==> src/rtl/fixedpoint_pkg.sv <==
// Shared fixed-point number type and pipeline latencies of the fixed-point math units.
package fixedpoint;
    localparam int unsigned NUM_W     = 65;
    localparam int unsigned ATAN2_LAT = 37;

    typedef logic signed [NUM_W-1:0] number;
endpackage

==> src/rtl/rr_arbiter.sv <==
// Round-robin arbiter: one-hot grant starting the search at an internal pointer,
// pointer moves past the winner whenever a grant is given.
module rr_arbiter #(
    parameter  int unsigned N   = 4,
    localparam int unsigned PW  = $clog2(N),
    localparam int unsigned PW1 = PW + 1
) (
    input  logic          clk,
    input  logic          rst_n,
    input  logic [N-1:0]  req,
    input  logic          en,
    output logic [N-1:0]  grant_c,
    output logic [PW-1:0] sel_c
);
    logic [PW-1:0] ptr;
    logic [PW:0]   cand;
    logic          found;

    // Scan N candidates starting at ptr, wrapping modulo N.
    always_comb begin
        grant_c = '0;
        sel_c   = '0;
        found   = 1'b0;
        cand    = '0;
        for (int unsigned i = 0; i < N; i++) begin
            cand = PW1'(ptr) + PW1'(i);
            if (cand >= PW1'(N)) begin
                cand = cand - PW1'(N);
            end
            if (en && !found && req[cand[PW-1:0]]) begin
                found                  = 1'b1;
                sel_c                  = cand[PW-1:0];
                grant_c[cand[PW-1:0]]  = 1'b1;
            end
        end
    end

    always_ff @(posedge clk or negedge rst_n) begin
        if (!rst_n) begin
            ptr <= '0;
        end else if (found) begin
            ptr <= (sel_c == PW'(N - 1)) ? '0 : sel_c + PW'(1);
        end
    end
endmodule

==> src/rtl/atan2_share_ctrl.sv <==
// Shares one fixedpoint_arctan2 unit between NREQ requesters. A tag pipe moving in
// lock-step with the unit names the owner of each result; a blocked head stalls the unit.
module atan2_share_ctrl
    import fixedpoint::*;
#(
    parameter int unsigned NREQ = 4,
    parameter int unsigned LAT  = ATAN2_LAT
) (
    input  logic             clk,
    input  logic             rst_n,
    input  logic [NREQ-1:0]  req_valid,
    output logic [NREQ-1:0]  req_ready,
    input  number [NREQ-1:0] req_y,
    input  number [NREQ-1:0] req_x,
    output logic [NREQ-1:0]  res_valid,
    input  logic [NREQ-1:0]  res_ready,
    output number            res_atan2,
    output number            res_r,
    output logic             u_in_valid,
    output number            u_y,
    output number            u_x,
    input  number            u_atan2,
    input  number            u_r,
    input  logic             u_out_valid,
    output logic             busy
);
    localparam int unsigned IDW = $clog2(NREQ);
    localparam int unsigned CW  = $clog2(LAT + 1);

    typedef struct packed {
        logic           v;
        logic [IDW-1:0] id;
    } tag_t;

    tag_t            tag_q [LAT];
    tag_t            head;
    tag_t            tag_in;
    logic [CW-1:0]   inflight;
    logic [NREQ-1:0] grant_c;
    logic [IDW-1:0]  sel_c;
    logic            issue_c;
    logic            retire_c;
    logic            stall_c;
    logic            advance_c;
    logic            unused_u_out_valid;

    // The unit has no reset and its valid saturates, so ownership comes from the tag pipe only.
    assign unused_u_out_valid = u_out_valid;

    assign head      = tag_q[LAT-1];
    assign stall_c   = head.v & ~res_ready[head.id];
    // rst_n gates the enable so every output reads zero while reset is asserted.
    assign advance_c = rst_n & ~stall_c & ((|req_valid) | (inflight != '0));
    assign issue_c   = |grant_c;
    assign retire_c  = head.v & advance_c;
    assign tag_in    = '{v: issue_c, id: sel_c};

    rr_arbiter #(.N(NREQ)) u_arb (
        .clk     (clk),
        .rst_n   (rst_n),
        .req     (req_valid),
        .en      (advance_c),
        .grant_c (grant_c),
        .sel_c   (sel_c)
    );

    assign u_in_valid = advance_c;
    assign req_ready  = grant_c;
    assign busy       = (inflight != '0);
    assign res_atan2  = head.v ? u_atan2 : '0;
    assign res_r      = head.v ? u_r     : '0;

    always_comb begin
        res_valid          = '0;
        res_valid[head.id] = head.v;
    end

    // Operands of the granted requester; zero on drain bubbles.
    always_comb begin
        u_y = '0;
        u_x = '0;
        if (issue_c) begin
            u_y = req_y[sel_c];
            u_x = req_x[sel_c];
        end
    end

    // Tag pipe and in-flight count move only when the unit advances.
    always_ff @(posedge clk or negedge rst_n) begin
        if (!rst_n) begin
            for (int unsigned i = 0; i < LAT; i++) begin
                tag_q[i] <= '0;
            end
            inflight <= '0;
        end else if (advance_c) begin
            tag_q[0] <= tag_in;
            for (int unsigned i = 1; i < LAT; i++) begin
                tag_q[i] <= tag_q[i-1];
            end
            if (issue_c && !retire_c) begin
                inflight <= inflight + CW'(1);
            end else if (!issue_c && retire_c) begin
                inflight <= inflight - CW'(1);
            end
        end
    end
endmodule

==> config.mk <==
export PLATFORM = sky130hd
export DESIGN_NAME = atan2_share_ctrl
export DESIGN_NICKNAME = d
export VERILOG_FILES = /design/src/rtl/fixedpoint_pkg.sv /design/src/rtl/rr_arbiter.sv /design/src/rtl/atan2_share_ctrl.sv
export SDC_FILE = /design/constraint.sdc
export NUM_CORES = 1
export LEC_CHECK = 0
export CORE_AREA = 3 3 364 366
export DETAILED_ROUTE_END_ITERATION = 16
export DIE_AREA = 0 0 367 369
export GPL_ROUTABILITY_DRIVEN = 0
export PLACE_DENSITY = 0.34
export SYNTH_ARGS = -nofsm -noshare
export SYNTH_HDL_FRONTEND = slang
export SYNTH_SLANG_ARGS = --single-unit
export TNS_END_PERCENT = 5
==> constraint.sdc <==
create_clock -name clk -period 5.8 [get_ports clk]
set_input_delay 1.16 -clock clk [delete_from_list [all_inputs] [get_ports clk]]
set_output_delay 1.16 -clock clk [all_outputs]
set_load 0.05 [all_outputs]
* After elaboration in Yosys (flattened, before gate mapping) *
Index checks and enable logic that the tools add are counted.

cells by class
  reduce and logical (&&, ||, !) cells = 24
  bitwise logic cells = 11
  eq/ne operators = 1
  add/sub/neg operators = 10
  multiplexer cells = 47
  order comparisons = 15

operator list
  operator                                                            count
  two-way mux 65 bit                                                  6
  binary-select mux 65 bit (select 2 bit)                             2
  less-than comparator 2 x 3 -> 1 bit (second input constant)         6
  two-way mux 2 bit                                                   9
  two-way mux 4 bit                                                   4
  logical AND 1 bit                                                   14
  two-way mux 1 bit                                                   14
  two-way mux 6 bit                                                   2
  OR 4 bit                                                            3
  binary-select mux 1 bit (select 2 bit)                              5
  demux 1 bit (select 2 bit)                                          5
  greater-or-equal comparator 2 x 1 -> 1 bit (second input constant)  5
  greater-or-equal comparator 3 bit (second input constant)           3
  OR reduction 4 bit                                                  2
  subtractor 2 x 1 -> 2 bit (second input constant)                   4
  adder 2 x 2 -> 3 bit (second input constant)                        2
  adder 6 x 1 -> 6 bit (second input constant)                        1
  nonzero test 6 bit                                                  1
  subtractor 6 x 1 -> 6 bit (second input constant)                   1
  zero test 1 bit                                                     5
  AND 1 bit                                                           4
  AND 4 bit                                                           1
  adder 2 x 1 -> 3 bit (second input constant)                        1
  greater-or-equal comparator 2 x 3 -> 1 bit (second input constant)  1
  other kinds (6)                                                     7

storage, ports and cells
  flip-flop bits (word level) = 119

* Logic depth before layout (Yosys ltp) *
  depth in word-level cells = 26
  gate-level depth with buffers = 19
  mapped depth without buffers = 17

* Cells and area by module *
From an unflattened synthesis, not the netlist that was laid out.

second synthesis, totals
  cell total of the unflattened synthesis = 823
  area, all modules = 10184.8 um2

by module, submodules not included
  module            seq. area each (um2)  cells each  instances  area an instance (um2)
  atan2_share_ctrl  2927.8                735         1          9427.8
  rr_arbiter        50.0                  88          1          757.0

* Worst setup path before layout *
No wires, ideal clock.

  kind = input to output
  start point = in req_valid[3]
  end point = out u_x[40]
  cell stages on the path = 9
  arrival = 4327 ps
  path slack = 313 ps
  path buffers = 3
  path through = mux4_2 > buf_2 > nand3b_1 > a211oi_1 > a221o_1 > nor4_4 > buf_4 > buf_4 > a221oi_1

RTL lines
  item                            line                    RTL
  start: declaration              atan2_share_ctrl.sv:11  input logic [NREQ-1:0] req_valid,
  OR reduction 4 bit              atan2_share_ctrl.sv:53  assign advance_c = rst_n & ~stall_c & ((|req_valid) | (inflight != '0));
  OR 1 bit                        atan2_share_ctrl.sv:53
  AND 1 bit                       atan2_share_ctrl.sv:53
  logical AND 1 bit               rr_arbiter.sv:30        if (en && !found && req[cand[PW-1:0]]) begin
  two-way mux 1 bit               rr_arbiter.sv:30
  zero test 1 bit                 rr_arbiter.sv:30
  logical AND 1 bit (2 in a row)  rr_arbiter.sv:30
  two-way mux 1 bit               rr_arbiter.sv:30
  zero test 1 bit                 rr_arbiter.sv:30
  logical AND 1 bit (2 in a row)  rr_arbiter.sv:30
  two-way mux 1 bit               rr_arbiter.sv:30
  zero test 1 bit                 rr_arbiter.sv:30
  logical AND 1 bit (2 in a row)  rr_arbiter.sv:30
  two-way mux 4 bit (*)           rr_arbiter.sv:30
  via req_ready[1]                atan2_share_ctrl.sv:12  output logic [NREQ-1:0] req_ready,
  OR reduction 4 bit (*)          atan2_share_ctrl.sv:54  assign issue_c = |grant_c;
  two-way mux 65 bit (*)          atan2_share_ctrl.sv:82  if (issue_c) begin
  end: declaration                atan2_share_ctrl.sv:21  output number u_x,

The timed path passes the listed nets; every way through them passes the cells marked *. The select of a mux whose other input is x is not followed.

* Worst setup path after layout *
  start point = in res_ready[2]
  end point = out u_x[54]

on the way
  word-level cells in the longest chain between the ends = 24

ends and longest elaborated chain
  item                                         line                    RTL
  start: declaration                           atan2_share_ctrl.sv:16  input logic [NREQ-1:0] res_ready,
  binary-select mux 1 bit (select 2 bit) (*)   atan2_share_ctrl.sv:51  assign stall_c = head.v & ~res_ready[head.id];
  two-way mux 1 bit (not written as such) (*)  atan2_share_ctrl.sv:51
  NOT 1 bit (*)                                atan2_share_ctrl.sv:51
  AND 1 bit (*)                                atan2_share_ctrl.sv:51
  NOT 1 bit (*)                                atan2_share_ctrl.sv:53
  AND 1 bit (*) (2 in a row)                   atan2_share_ctrl.sv:53
  logical AND 1 bit                            rr_arbiter.sv:30
  two-way mux 1 bit                            rr_arbiter.sv:30
  [... 5 more ...]                             -
  logical AND 1 bit (2 in a row)               rr_arbiter.sv:30
  two-way mux 1 bit                            rr_arbiter.sv:30
  zero test 1 bit                              rr_arbiter.sv:30
  logical AND 1 bit (2 in a row)               rr_arbiter.sv:30
  two-way mux 2 bit                            rr_arbiter.sv:30
  binary-select mux 65 bit (select 2 bit)      atan2_share_ctrl.sv:84  u_x = req_x[sel_c];
  two-way mux 65 bit (not written as such)     atan2_share_ctrl.sv:84
  two-way mux 65 bit (*)                       atan2_share_ctrl.sv:82

Every way passes the cells marked *; elsewhere a longest branch is shown, timed or not. The select of a mux whose other input is x is not followed.

==> flow_metrics.py <==
metrics = {
    "logic_synthesis": {
        "mappedNetlistNets": 2006,
        "synth_top_family_by_area": "simple AND/OR/NAND/NOR gates",
        "synth_simple_gate_area_share_pct": 27.48,
        "fraction_of_the_yosys_area_taken_by_sequential_cells_pct": 29.78,
        "synth-adder-area-share_pct": 1.577,
        "synth.mux.area_fraction_pct": 14.67,
        "yosys_register_bits": 119,
        "yosys_warnings": 0,
        "syn_area_per_cell_um2": 7.501,
        "syn_inst_count": 1333,
        "post_synth_xor_area_fraction_pct": 0.5256,
        "synth_compound_area_share_pct": 20.12,
        "yosys.cell_types.count": 37,
        "synth_area_um2": 9998,
    },
    "power_and_ir_drop": {
        "max-vdd-ir-drop_mv": 0.3834,
        "pwr_density_cell_nw_per_um2": 719.5,
        "leakage_nw": 9.950,
        "totalPowerFinal_w": 0.01772,
    },
    "placed_design": {
        "port-buffer-count": 929,
        "detailedPlacementHpwl_um": 93100,
        "dpl.cell_count": 4020,
    },
    "finish": {
        "post_route_cells_drive_above_1_share_pct": 16.34,
        "fillers": 14613,
        "area.growth.synth_to_final_pct": 146.4,
        "layoutNonFillerInstCount": 4069,
        "fin_nets": 2973,
    },
    "clocking": {
        "cts_bufs_inserted": 17,
        "cts_root_buf": "sky130_fd_sc_hd__clkbuf_16",
        "max-clock-path-buffers": 2,
        "cts-hold-fix-buffers": 0,
        "clock_insertion_delay_worst_skew_ps": 420,
        "total_clock_sinks": 119,
        "cts-htree-levels": 4,
        "tritoncts_clock_tree": "yes",
        "worst_setup_hold_path_clk_slew_ps": 60,
    },
    "grt": {
        "grt_first_pass_wirelength_um": 136500,
        "overall_global_routing_resource_usage_pct": 14.99,
        "number_of_antenna_violations_at_the_first_check_in_global_routing": 26,
        "grt_pass1_vias": 13923,
        "grt_max_degree": 126,
        "grt-ovfl-total": 0,
    },
    "timing": {
        "timing.hold.ws_ps": 458.7,
        "timing_hold_violations_final": 0,
        "timing.final.crit_period_ps": 5675,
        "finalSetupViolCount": 0,
        "timing_max_transition_violations_final": 0,
        "max_freq_mhz": 176.2,
        "timing.clock.skew_ps": 10.43,
        "timing.slew.headroom_pct": 23.22,
        "grt_setup_unrepaired": "no",
        "timing.final.crit_share_pct": 97.84,
        "timing_worst_slew_pin_value_ps": 1152,
    },
    "worst_setup_path": {
        "worstPathMaxFanout": 24,
        "startpoint_type": "primary input",
        "path_class": "in2out",
        "cp-end-kind": "output pin",
        "critPathArrivalTime_ps": 4510,
        "timing.critical_path.required_ps": 4640,
    },
    "die": {
        "die_height_um": 369,
        "chipWidth_um": 367,
        "num_io_pins": 931,
        "rows": 132,
        "floorplan.core_area_um2": 129500,
        "full_die_area_um2": 135400,
        "initial_core_util_pct": 7.722,
    },
    "drt": {
        "totalWireLength_um": 107900,
        "total_vias_in_the_final_route": 14077,
        "drt-vias-per-instance": 3.460,
        "drt_iter0_markers": 946,
        "post-route-drc-count": 0,
        "first_pass_iters": 5,
        "drtAntennaViolNets": 0,
        "avgRoutedWirePerCell_um": 26.51,
    },
    "status": {
        "outcome": "completed",
    },
    "run": {
        "drv.max_cap_violation_count": 0,
    },
    "min_path": {
        "min_delay_worst_type": "reg2reg",
    },
}
cells by family after synthesis:
kind of cell	after synthesis
XOR/XNOR	6
AND/OR/NAND/NOR	627
adder cells (fa/ha/maj)	12
AO/OA/AOI/OAI	290
multiplexers	141
buffers and inverters	138
flip-flops	119
synth_stat cells:
| master | number | area (um2) |
|---|---|---|
| sky130_fd_sc_hd__o221ai_1 | 1 | 8.760 |
| sky130_fd_sc_hd__o21ai_1 | 1 | 5.000 |
| sky130_fd_sc_hd__nand2b_1 | 3 | 18.77 |
| sky130_fd_sc_hd__o221a_2 | 1 | 11.26 |
| sky130_fd_sc_hd__nor2b_1 | 2 | 12.51 |
| sky130_fd_sc_hd__dfrtp_1 | 119 | 2978 |
| sky130_fd_sc_hd__clkbuf_1 | 88 | 330.3 |
| sky130_fd_sc_hd__o41ai_1 | 1 | 8.760 |
| sky130_fd_sc_hd__nand3b_1 | 4 | 30.03 |
| sky130_fd_sc_hd__buf_1 | 4 | 15.01 |
| sky130_fd_sc_hd__mux4_2 | 4 | 90.09 |
| sky130_fd_sc_hd__a21boi_0 | 1 | 7.510 |
| sky130_fd_sc_hd__o32ai_1 | 1 | 8.760 |
| sky130_fd_sc_hd__and2_1 | 130 | 813.3 |
| sky130_fd_sc_hd__buf_4 | 9 | 67.56 |
| sky130_fd_sc_hd__nand2_1 | 468 | 1757 |
| sky130_fd_sc_hd__xnor2_1 | 6 | 52.55 |
| sky130_fd_sc_hd__a21o_1 | 2 | 15.01 |
| sky130_fd_sc_hd__o211a_1 | 1 | 10.01 |
| sky130_fd_sc_hd__nor2_1 | 10 | 37.54 |
| sky130_fd_sc_hd__mux2_2 | 4 | 45.04 |
| sky130_fd_sc_hd__a21oi_1 | 134 | 670.6 |
| sky130_fd_sc_hd__a211oi_1 | 4 | 30.03 |
| sky130_fd_sc_hd__a221oi_1 | 132 | 1156 |
| sky130_fd_sc_hd__o21ai_0 | 5 | 25.02 |
| sky130_fd_sc_hd__mux2i_1 | 133 | 1331 |
| sky130_fd_sc_hd__nor4_4 | 1 | 21.27 |
| sky130_fd_sc_hd__a221o_1 | 4 | 40.04 |
| sky130_fd_sc_hd__buf_2 | 26 | 130.1 |
| sky130_fd_sc_hd__fa_1 | 1 | 20.02 |
| sky130_fd_sc_hd__nor4_1 | 2 | 12.51 |
| sky130_fd_sc_hd__inv_1 | 11 | 41.29 |
| sky130_fd_sc_hd__ha_1 | 11 | 137.6 |
| sky130_fd_sc_hd__and3_1 | 2 | 12.51 |
| sky130_fd_sc_hd__o21a_1 | 2 | 15.01 |
| sky130_fd_sc_hd__and4_1 | 2 | 17.52 |
| sky130_fd_sc_hd__nand3_1 | 3 | 15.01 |
cell usage in the layout (no fill, tap or decap), types with 5 or more instances in the layout:
cell and n:
sky130_fd_sc_hd__clkinv_4 5, sky130_fd_sc_hd__a221oi_1 87, sky130_fd_sc_hd__inv_1 10, sky130_fd_sc_hd__ha_1 11
sky130_fd_sc_hd__mux2i_1 133, sky130_fd_sc_hd__nor2_1 9, sky130_fd_sc_hd__dfrtp_1 118, sky130_fd_sc_hd__clkbuf_16 20
sky130_fd_sc_hd__buf_4 128, sky130_fd_sc_hd__and2_1 130, sky130_fd_sc_hd__a21oi_1 133, sky130_fd_sc_hd__a221oi_2 39
sky130_fd_sc_hd__buf_12 142, sky130_fd_sc_hd__clkdlybuf4s50_1 789, sky130_fd_sc_hd__nand2_1 467, sky130_fd_sc_hd__diode_2 14
sky130_fd_sc_hd__a221oi_4 6, sky130_fd_sc_hd__xnor2_1 6, sky130_fd_sc_hd__o21ai_0 5
routing by layer:
layer  track usage (%)  wire length (um)
met5                 0                58
met1             19.32             46830
met2             19.93             41080
met3             11.75             19120
met4             1.339               785
through the flow:
stage	TNS, ps	setup slack (ps)	cell area, um2	util, %
2_1_floorplan	0	313.1	9998	-
5_1_grt	0	36.29	24600	19.00
6_report	0	125.4	24630	19.02
3_5_place_dp	-6352	-453.8	23520	18.16
3_3_place_gp	-7027	-443.2	23510	18.16
4_1_cts	-922.3	-206.4	24380	18.83
power breakdown:
group | total [W] | switching [W] | internal [W]
registers | 0.00110 | 0.0000904 | 0.00100
clock network | 0.00103 | 0.000414 | 0.000616
logic | 0.0156 | 0.00940 | 0.00620
total | 0.0177 | 0.00990 | 0.00782
registers in the layout (all words and copies together) (netlist names), named ones only:
signal     cells
head           3
inflight       6
tag_q        108
u_arb.ptr      1
worst paths after layout:
check | startpoint | end | slack, ps | depth (start not counted)
max in group asynchronous | rst_n | head[2] | 3360 | 3
setup reg to reg | head[1] | inflight[5] | 980 | 16
hold / removal | tag_q[35] | tag_q[32] | 460 | 2
hold reg to reg | tag_q[35] | tag_q[32] | 460 | 2
min in group asynchronous | rst_n | tag_q[60] | 600 | 1
setup / recovery | res_ready[2] | u_x[54] | 130 | 12
critical path: stages:
cell	delay [ps]
sky130_fd_sc_hd__clkdlybuf4s50_1	420
sky130_fd_sc_hd__mux2_2	350
sky130_fd_sc_hd__o221a_2	390
sky130_fd_sc_hd__and4_1	230
sky130_fd_sc_hd__a221o_1	420
sky130_fd_sc_hd__nor4_4	390
sky130_fd_sc_hd__buf_12	190
sky130_fd_sc_hd__buf_16	220
sky130_fd_sc_hd__clkbuf_16	280
sky130_fd_sc_hd__a221oi_4	80
sky130_fd_sc_hd__buf_4	190
sky130_fd_sc_hd__buf_12	150
layout make-up:
| type | instances | area, um2 | share of cell area [%] |
|---|---|---|---|
| clock inverter | 13 | 123.9 | 0.5029 |
| timing repair buffer | 1075 | 11980 | 48.65 |
| sequential | 119 | 2982 | 12.10 |
| inverter | 11 | 41.29 | 0.1676 |
| multi-input combinational | 1076 | 6834 | 27.74 |
| clock buffer | 19 | 452.9 | 1.839 |
| antenna | 14 | 35.03 | 0.1422 |
| tap | 1742 | 2180 | 8.848 |
repair_timing:
action | CTS | global route
endpoints found under the setup margin | 43 | 106
gates resized for setup | 44 | 27
gates cloned | 0 | 3
buffers inserted | 0 | 0
pin swaps | 2 | 7
(Power assumes the default switching activity.)
